--- config.mk ---
export PLATFORM = sky130hd
export DESIGN_NAME = serial_compare_ctrl
export DESIGN_NICKNAME = d
export VERILOG_FILES = /design/src/rtl/serial_cmp_pkg.sv /design/src/rtl/comparator_one_bit.sv /design/src/rtl/serial_compare_ctrl.sv
export SDC_FILE = /design/constraint.sdc
export NUM_CORES = 1
export LEC_CHECK = 0
export BUFFER_PORTS_ARGS = -buffer_cell sky130_fd_sc_hd__buf_2
export CORE_MARGIN = 2
export CORE_UTILIZATION = 50
export DETAILED_ROUTE_END_ITERATION = 10
export PLACE_DENSITY = 0.74
export SYNTH_ARGS = -nofsm -noshare
export SYNTH_HDL_FRONTEND = slang
export SYNTH_SLANG_ARGS = --single-unit
--- constraint.sdc ---
create_clock -name clk -period 2.3 [get_ports clk]
set_clock_uncertainty 0.1 [all_clocks]
set_input_delay 0.23 -clock clk [delete_from_list [all_inputs] [get_ports clk]]
set_output_delay 0.23 -clock clk [all_outputs]
set_load 0.05 [all_outputs]
--- src/rtl/serial_cmp_pkg.sv ---
// Shared types for the bit-serial comparator: FSM states, verdict encoding
// and the verdict-to-one-hot {gt,lt,eq} mapping.
package serial_cmp_pkg;

    typedef enum logic [1:0] {
        IDLE = 2'd0,
        RUN  = 2'd1,
        DONE = 2'd2
    } state_e;

    typedef enum logic [1:0] {
        V_EQ = 2'd0,
        V_GT = 2'd1,
        V_LT = 2'd2
    } verdict_e;

    function automatic logic [2:0] verdict_onehot(input verdict_e v);
        logic [2:0] res;
        case (v)
            V_GT:    res = 3'b100;
            V_LT:    res = 3'b010;
            default: res = 3'b001;
        endcase
        return res;
    endfunction

endpackage

--- src/rtl/comparator_one_bit.sv ---
// Single-bit magnitude compare cell producing mutually exclusive G/L/E flags.
module comparator_one_bit (
    input  logic a,
    input  logic b,
    output logic gt,
    output logic lt,
    output logic eq
);

    assign gt = a & ~b;
    assign lt = ~a & b;
    assign eq = ~(a ^ b);

endmodule

--- src/rtl/serial_compare_ctrl.sv ---
// Bit-serial MSB-first comparator sequencer sharing one comparator_one_bit cell.
// Define SERIAL_CMP_EARLY_EXIT_EN to finish on the first differing bit instead of running constant-time.
module serial_compare_ctrl
    import serial_cmp_pkg::*;
#(
    parameter int WIDTH  = 8,
    parameter bit SIGNED = 1'b0
) (
    input  logic             clk,
    input  logic             rst_n,
    input  logic             in_valid,
    output logic             in_ready,
    input  logic [WIDTH-1:0] a,
    input  logic [WIDTH-1:0] b,
    output logic             out_valid,
    input  logic             out_ready,
    output logic             gt,
    output logic             lt,
    output logic             eq,
    output logic             busy
);

    localparam int IDX_W = $clog2(WIDTH);
    localparam logic [IDX_W-1:0] IDX_MSB = IDX_W'(WIDTH - 1);

    state_e           state_q, state_d;
    verdict_e         verdict_q, verdict_d;
    logic [WIDTH-1:0] a_q, a_d;
    logic [WIDTH-1:0] b_q, b_d;
    logic [IDX_W-1:0] idx_q, idx_d;

    logic cell_gt, cell_lt, cell_eq;
    logic bit_gt;
    logic first_diff;
    logic run_last;
    logic [2:0] onehot;

    comparator_one_bit u_cell (
        .a  (a_q[idx_q]),
        .b  (b_q[idx_q]),
        .gt (cell_gt),
        .lt (cell_lt),
        .eq (cell_eq)
    );

    // In two's complement a set sign bit means the smaller value, so the MSB verdict flips.
    assign bit_gt     = (SIGNED && (idx_q == IDX_MSB)) ? cell_lt : cell_gt;
    assign first_diff = (verdict_q == V_EQ) && !cell_eq;

`ifdef SERIAL_CMP_EARLY_EXIT_EN
    assign run_last = (idx_q == '0) || first_diff;
`else
    assign run_last = (idx_q == '0);
`endif

    always_comb begin
        state_d   = state_q;
        verdict_d = verdict_q;
        a_d       = a_q;
        b_d       = b_q;
        idx_d     = idx_q;
        case (state_q)
            IDLE: begin
                if (in_valid) begin
                    a_d       = a;
                    b_d       = b;
                    idx_d     = IDX_MSB;
                    verdict_d = V_EQ;
                    state_d   = RUN;
                end
            end
            RUN: begin
                if (first_diff) begin
                    verdict_d = bit_gt ? V_GT : V_LT;
                end
                if (idx_q != '0) begin
                    idx_d = idx_q - IDX_W'(1);
                end
                if (run_last) begin
                    state_d = DONE;
                end
            end
            DONE: begin
                if (out_ready) begin
                    state_d = IDLE;
                end
            end
            default: state_d = IDLE;
        endcase
    end

    always_ff @(posedge clk or negedge rst_n) begin
        if (!rst_n) begin
            state_q   <= IDLE;
            verdict_q <= V_EQ;
            a_q       <= '0;
            b_q       <= '0;
            idx_q     <= '0;
        end else begin
            state_q   <= state_d;
            verdict_q <= verdict_d;
            a_q       <= a_d;
            b_q       <= b_d;
            idx_q     <= idx_d;
        end
    end

    assign onehot    = (state_q == DONE) ? verdict_onehot(verdict_q) : 3'b000;
    assign gt        = onehot[2];
    assign lt        = onehot[1];
    assign eq        = onehot[0];
    assign in_ready  = (state_q == IDLE);
    assign out_valid = (state_q == DONE);
    assign busy      = (state_q != IDLE);

endmodule
==> metrics.yaml, run 1 <==
worst_pin_slew_ns: 0.502
ant_nets: 0
die_w_um: 52.5
clk_pin_slew_worst_paths_ns: 0.12
drt-initial-drc-count: 5
io_pins: 26
numCtsBuffers: 3
coreArea_um2: 2210
setup_violations: 0
hold_depth: 2
combPwrFrac: 0.479
num_rows: 17
p_seq_frac: 0.419
drc_errors: 0
rsz0062_at_grt: "no"
hold_end: "a_q[4]"
area_delta_synth_final_pct: 16.3
powerDensity_nw_per_um2: 1340
io_buffers: 25
reg2reg_depth: 7
routedWlPerCell_um: 14.2
cts_max_level: 1
hold_path.startpoint: "a[4]"
switching_share: 0.356
yosys_warnings: 0
p_sw_uw: 652
clkSinkCount: 23
final.min_clock_period_ns: 2.18
drt_wl_total_mm: 2.06
clockBufferDepth: 2
grt-ovfl-total: 0
yosys.cell_types.count: 26
synth_commonest_cells: "23 x dfrtp_1, 16 x mux2_2, 7 x inv_1"
synth_edf_count: 0
path_max_fanout: 6
num_vias: 765
r2r-start: "idx_q[0]"
outcome: "finished, final reports clean"
synthCells: 86
end_kind: "flop"
avgSynthCellArea_um2: 13.6
timing.rr.end: "verdict_q[0]"
syn-cell-area_um2: 1170
cp-startpoint: "idx_q[0]"
yosys_most_used_dff: "dfrtp_1"
start_util: 0.531
synthMostInstantiatedCell: "dfrtp_1"
peakVddDrop_mv: 0.958
yosys.area.top_type: "dfrtp_1"
timing.fmax_mhz: 459
dieHeight_um: 52.5
hold_class: "primary input to flop"
maxSlewViolCount: 0
cp.required_ns: 2.42
diodes: 0
ys_async_sr_fraction: 1.00
synth-seq-cells: 23
rrSetupSlack_ns: 0.12
antenna_found_initial: 0
crit_type: "flop to flop"
setup-tns-final_ns: 0
vias_per_cell: 5.28
grt_pass1_wl_mm: 3.42
first_global_vias: 788
pwr-share-clk: 0.102
hold_slack_ns: 0.0330
slew_headroom: 0.666
finalCritPeriodShare: 0.947
cp_data_arrival_time_ns: 2.30
dieArea_um2: 2750
routabilityCongestion: 0.770
synth.area.top_cells: "dfrtp_1 49%, mux2_2 15%, ha_1 6.4%"
intPower_uw: 1180
cts_root_buf: "clkbuf_4"
synth-seq-area-share: 0.490
grt_start_max_net_pins: 24
cellLeakagePower_uw: 0.000660
drv_cap: 0
drive_above_1_share: 0.470
fin_nets: 144
cts_tree: "built"
start_kind: "flop"
first_pass_iters: 4
timing.final.hold_violations: 0
syn-num-nets: 112
netlist.area_leader.share: 0.490
insertion_delay_ns: 0.31
grt_usage: 0.180
dpl.hpwl_mm: 1.58
==> power by group through the flow <==
stage | logic [µW] | registers (µW) | clock network [µW]
2_1_floorplan | 744 | 680 | 0
3_3_place_gp | 767 | 753 | 0
3_5_place_dp | 809 | 773 | 0
4_1_cts | 813 | 766 | 194
5_1_grt | 964 | 798 | 206
6_report | 877 | 767 | 188
==> metal layers <==
metal / routed length [µm] / GRT usage / vias to the layer above
met1: 830 / 0.198 / 368
met5: 0 / 0 / -
li1: - / - / 367
met2: 1080 / 0.329 / 25
met3: 89 / 0.0171 / 5
met4: 55 / 0.111 / 0
==> critical path: stages (launching register included) <==
cell      delay (ns)
dfrtp_2         0.47
buf_6           0.12
mux4_2          0.48
mux2i_1         0.14
ha_1            0.24
and4bb_2        0.29
nor2_1          0.06
a22o_1          0.18
==> cell families (layout without fill, tap and decap cells) <==
logic type | Yosys count | count (layout) | share of synthesized area
DFF | 23 | 23 | 0.490
and+or+nand+nor | 17 | 17 | 0.0885
adders and majority gates | 6 | 6 | 0.0640
buffers and inverters | 11 | 42 | 0.0586
muxes | 21 | 21 | 0.245
AOI/OAI and AO/OA | 8 | 8 | 0.0533
==> flip-flops by register name, indices dropped and copies added (netlist names) <==
name	flops
idx_q	3
verdict_q	2
b_q	8
state_q	2
a_q	8
==> worst max path at each step <==
| stage | endpoint | cells after the start |
|---|---|---|
| after floorplan | verdict_q[0] | 8 |
| after global placement | verdict_q[1] | 7 |
| after detailed placement | verdict_q[0] | 7 |
| after CTS | verdict_q[0] | 7 |
| after global routing | verdict_q[1] | 7 |
| final | verdict_q[0] | 7 |
==> cells in the final DEF (no fill, tap or decap), drive strengths merged <==
| cell type | count |
|---|---|
| nor2b | 1 |
| and4bb | 1 |
| dfrtp | 23 |
| a21oi | 1 |
| clkbuf | 4 |
| mux4 | 4 |
| a21o | 1 |
| dlygate4sd3 | 2 |
| mux2i | 1 |
| or4 | 1 |
| buf | 29 |
| a2bb2oi | 1 |
| o22ai | 1 |
| nor3b | 1 |
| inv | 7 |
| a211oi | 1 |
| ha | 6 |
| nand2 | 3 |
| a22o | 2 |
| mux2 | 16 |
| and2 | 3 |
| nand2b | 3 |
| o211a | 1 |
| nand3 | 1 |
| nor2 | 3 |
==> final cells by class <==
type,count,area [µm²]
clock buffer,4,26.3
fill,202,847
inverter,7,26.3
multi-input combinational,52,522
sequential,23,577
tap,28,35.0
timing repair buffer,31,179
==> metrics by stage <==
| stage | setup slack, ns | std cells | power, µW | utilization | cell area (µm²) |
|---|---|---|---|---|---|
| 6_report | 0.123 | 145 | 1830 | 0.617 | 1370 |
| 5_1_grt | 0.0327 | 145 | 1970 | 0.617 | 1370 |
| 4_1_cts | 0.0475 | 142 | 1770 | 0.609 | 1350 |
| 3_5_place_dp | -0.00570 | 136 | 1580 | 0.587 | 1300 |
| 3_3_place_gp | 0.0780 | 136 | 1520 | 0.587 | 1300 |
| 2_1_floorplan | 0.195 | 86 | 1420 | - | 1170 |
==> timing repair <==
| item | CTS | global route |
|---|---|---|
| hold buffers | 2 | 0 |
| resized for setup | 1 | 3 |
| setup buffers | 0 | 3 |
| endpoints found under the setup margin | 2 | 2 |
| pin swaps | 0 | 1 |
| endpoints found under the hold margin | 24 | 0 |
(Power assumes the default switching activity.)
==> run 2, diff against run 1 <==
--- a/config.mk
+++ b/config.mk
@@ -8,6 +8,7 @@
 export BUFFER_PORTS_ARGS = -buffer_cell sky130_fd_sc_hd__buf_2
 export CORE_MARGIN = 2
 export CORE_UTILIZATION = 50
+export CTS_BUF_LIST = sky130_fd_sc_hd__clkbuf_4
 export DETAILED_ROUTE_END_ITERATION = 10
 export PLACE_DENSITY = 0.74
 export SYNTH_ARGS = -nofsm -noshare
==> run 2 against run 1 <==
  * Sequential share of layout area is 0.12 points lower
  * Final area is 0.27% higher
  * Non-clock buffer count stayed put
  * Critical endpoint unchanged
  * Critical path type unchanged
  * Fmax hardly changed
  * Via count is 0.39% lower
==> metrics.yaml, run 2 (synthesis results as in run 1) <==
clkSinkCount: 23  # unchanged
dieArea_um2: 2750  # unchanged
dp.cells: 136  # unchanged
num_vias: 762  # was 765
ant_nets: 0  # unchanged
cp_data_arrival_time_ns: 2.30  # about the same
worst_pin_slew_ns: 0.504  # was 0.502 ns
end_kind: "flop"  # unchanged
timing.rr.end: "verdict_q[0]"  # unchanged
worst_slack_ns: 0.123  # about the same
insertion_delay_ns: 0.31  # about the same
num_rows: 17  # unchanged
start_kind: "flop"  # unchanged
io_buffers: 25  # unchanged
maxSlewViolCount: 0  # unchanged
cts_root_buf: "clkbuf_4"  # unchanged
hold_depth: 2  # unchanged
drc_errors: 0  # unchanged
r2r-start: "idx_q[0]"  # unchanged
top_regs: "a_q (8), b_q (8), idx_q (3)"  # unchanged
coreArea_um2: 2210  # unchanged
dieHeight_um: 52.5  # unchanged
antenna_found_initial: 0  # unchanged
grt-ovfl-total: 0  # unchanged
timing.final.hold_violations: 0  # unchanged
reg2reg_depth: 7  # unchanged
setup_violations: 0  # unchanged
final.min_clock_period_ns: 2.18  # about the same
routabilityCongestion: 0.770  # unchanged
area_delta_synth_final_pct: 16.6  # was 16.3%
fin_cells: 145  # unchanged
drive_above_1_share: 0.479  # was 0.470
rrSetupSlack_ns: 0.12  # about the same
clockBufferDepth: 2  # unchanged
slew_headroom: 0.664  # was 0.666
numCtsBuffers: 3  # unchanged
cts_tree: "built"  # unchanged
peakVddDrop_mv: 0.959  # was 0.958 mV
cellLeakagePower_uw: 0.000664  # was 0.000660 µW
clk_pin_slew_worst_paths_ns: 0.12  # about the same
drv_cap: 0  # unchanged
hold_path.startpoint: "a[4]"  # unchanged
dpl.hpwl_mm: 1.58  # unchanged
layout_commonest_cell: "buf_2"  # unchanged
filler_cell_count: 202  # unchanged
cts_max_level: 1  # unchanged
cp.required_ns: 2.42  # about the same
final_util: 0.619  # was 0.617
fin_nets: 144  # unchanged
path_max_fanout: 6  # unchanged
grt_usage: 0.180  # unchanged
powerDensity_nw_per_um2: 1350  # was 1340 nW/µm²
start_util: 0.531  # unchanged
diodes: 0  # unchanged
timing.fmax_mhz: 459  # about the same
first_global_vias: 788  # unchanged
crit_type: "flop to flop"  # unchanged
hold_end: "a_q[4]"  # unchanged
grt_pass1_wl_mm: 3.42  # unchanged
io_pins: 26  # unchanged
vias_per_cell: 5.26  # was 5.28
place_worst_setup_slack_ns: -0.00570  # unchanged
grt_start_max_net_pins: 24  # unchanged
drt-initial-drc-count: 5  # unchanged
hold_class: "primary input to flop"  # unchanged
routedWlPerCell_um: 14.2  # about the same
finalCritPeriodShare: 0.947  # about the same
first_pass_iters: 4  # unchanged
drt_wl_total_mm: 2.06  # about the same
die_w_um: 52.5  # unchanged
setup-tns-final_ns: 0  # unchanged
final_cell_mix: "25 x buf_2, 22 x dfrtp_1, 16 x mux2_2"  # unchanged
rsz0062_at_grt: "no"  # unchanged
outcome: "finished, final reports clean"  # unchanged
run 2: cell types whose count changed in the layout (fill, tap and decap cells not counted):
cell / change
clkbuf_1: -1
clkbuf_4: +1
run 2: critical path: stages, from the launching register on:
cell,delay [ns]
dfrtp_2,0.46
buf_6,0.12
mux4_2,0.48
mux2i_1,0.14
ha_1,0.24
and4bb_2,0.29
nor2_1,0.06
a22o_1,0.18
run 2: area by class of cell:
type                       count  area, µm²  share of cell area
inverter                       7       26.3              0.0192
tap                           28       35.0              0.0256
multi-input combinational     52        522               0.381
sequential                    23        577               0.421
timing repair buffer          31        179               0.131
clock buffer                   4       30.0              0.0219
run 2: worst max path at each step:
stage / startpoint / to / slack (ns) / cells after the start
floorplan: idx_q[0] / verdict_q[0] / 0.20 / 8
global placement: idx_q[0] / verdict_q[1] / 0.08 / 7
detailed placement: idx_q[0] / verdict_q[0] / -0.006 / 7
CTS: idx_q[0] / verdict_q[0] / 0.05 / 7
global route: idx_q[0] / verdict_q[1] / 0.03 / 7
finish: idx_q[0] / verdict_q[0] / 0.12 / 7
run 2: stage by stage:
stage / hold WS [ns] / total power [µW] / cell area [µm²]
6_report: 0.0326 / 1840 / 1370
5_1_grt: 0.0258 / 1980 / 1370
4_1_cts: 0.0294 / 1780 / 1350
3_5_place_dp: 0.122 / 1580 / 1300
3_3_place_gp: 0.116 / 1520 / 1300
2_1_floorplan: -0.166 / 1420 / 1170
run 2: timing repair:
| item | 4_1_cts | 5_1_grt |
|---|---|---|
| hold buffers | 2 | 0 |
| hold endpoints to repair | 24 | 0 |
| endpoints found under the setup margin | 2 | 2 |
| setup buffers | 0 | 3 |
| gates resized for setup | 1 | 3 |
| pin swaps | 0 | 1 |
run 2: layer usage:
layer / part of all wire / track usage / vias to the layer above
li1: - / - / 367
met1: 0.40 / 0.198 / 367
met2: 0.53 / 0.329 / 23
met3: 0.040 / 0.0171 / 5
met4: 0.027 / 0.111 / 0
met5: 0 / 0 / -
run 2: power breakdown:
part / internal [µW] / switching [µW]
Combinational: 508 / 369
Sequential: 603 / 164
Clock: 79.7 / 120
Total: 1190 / 653
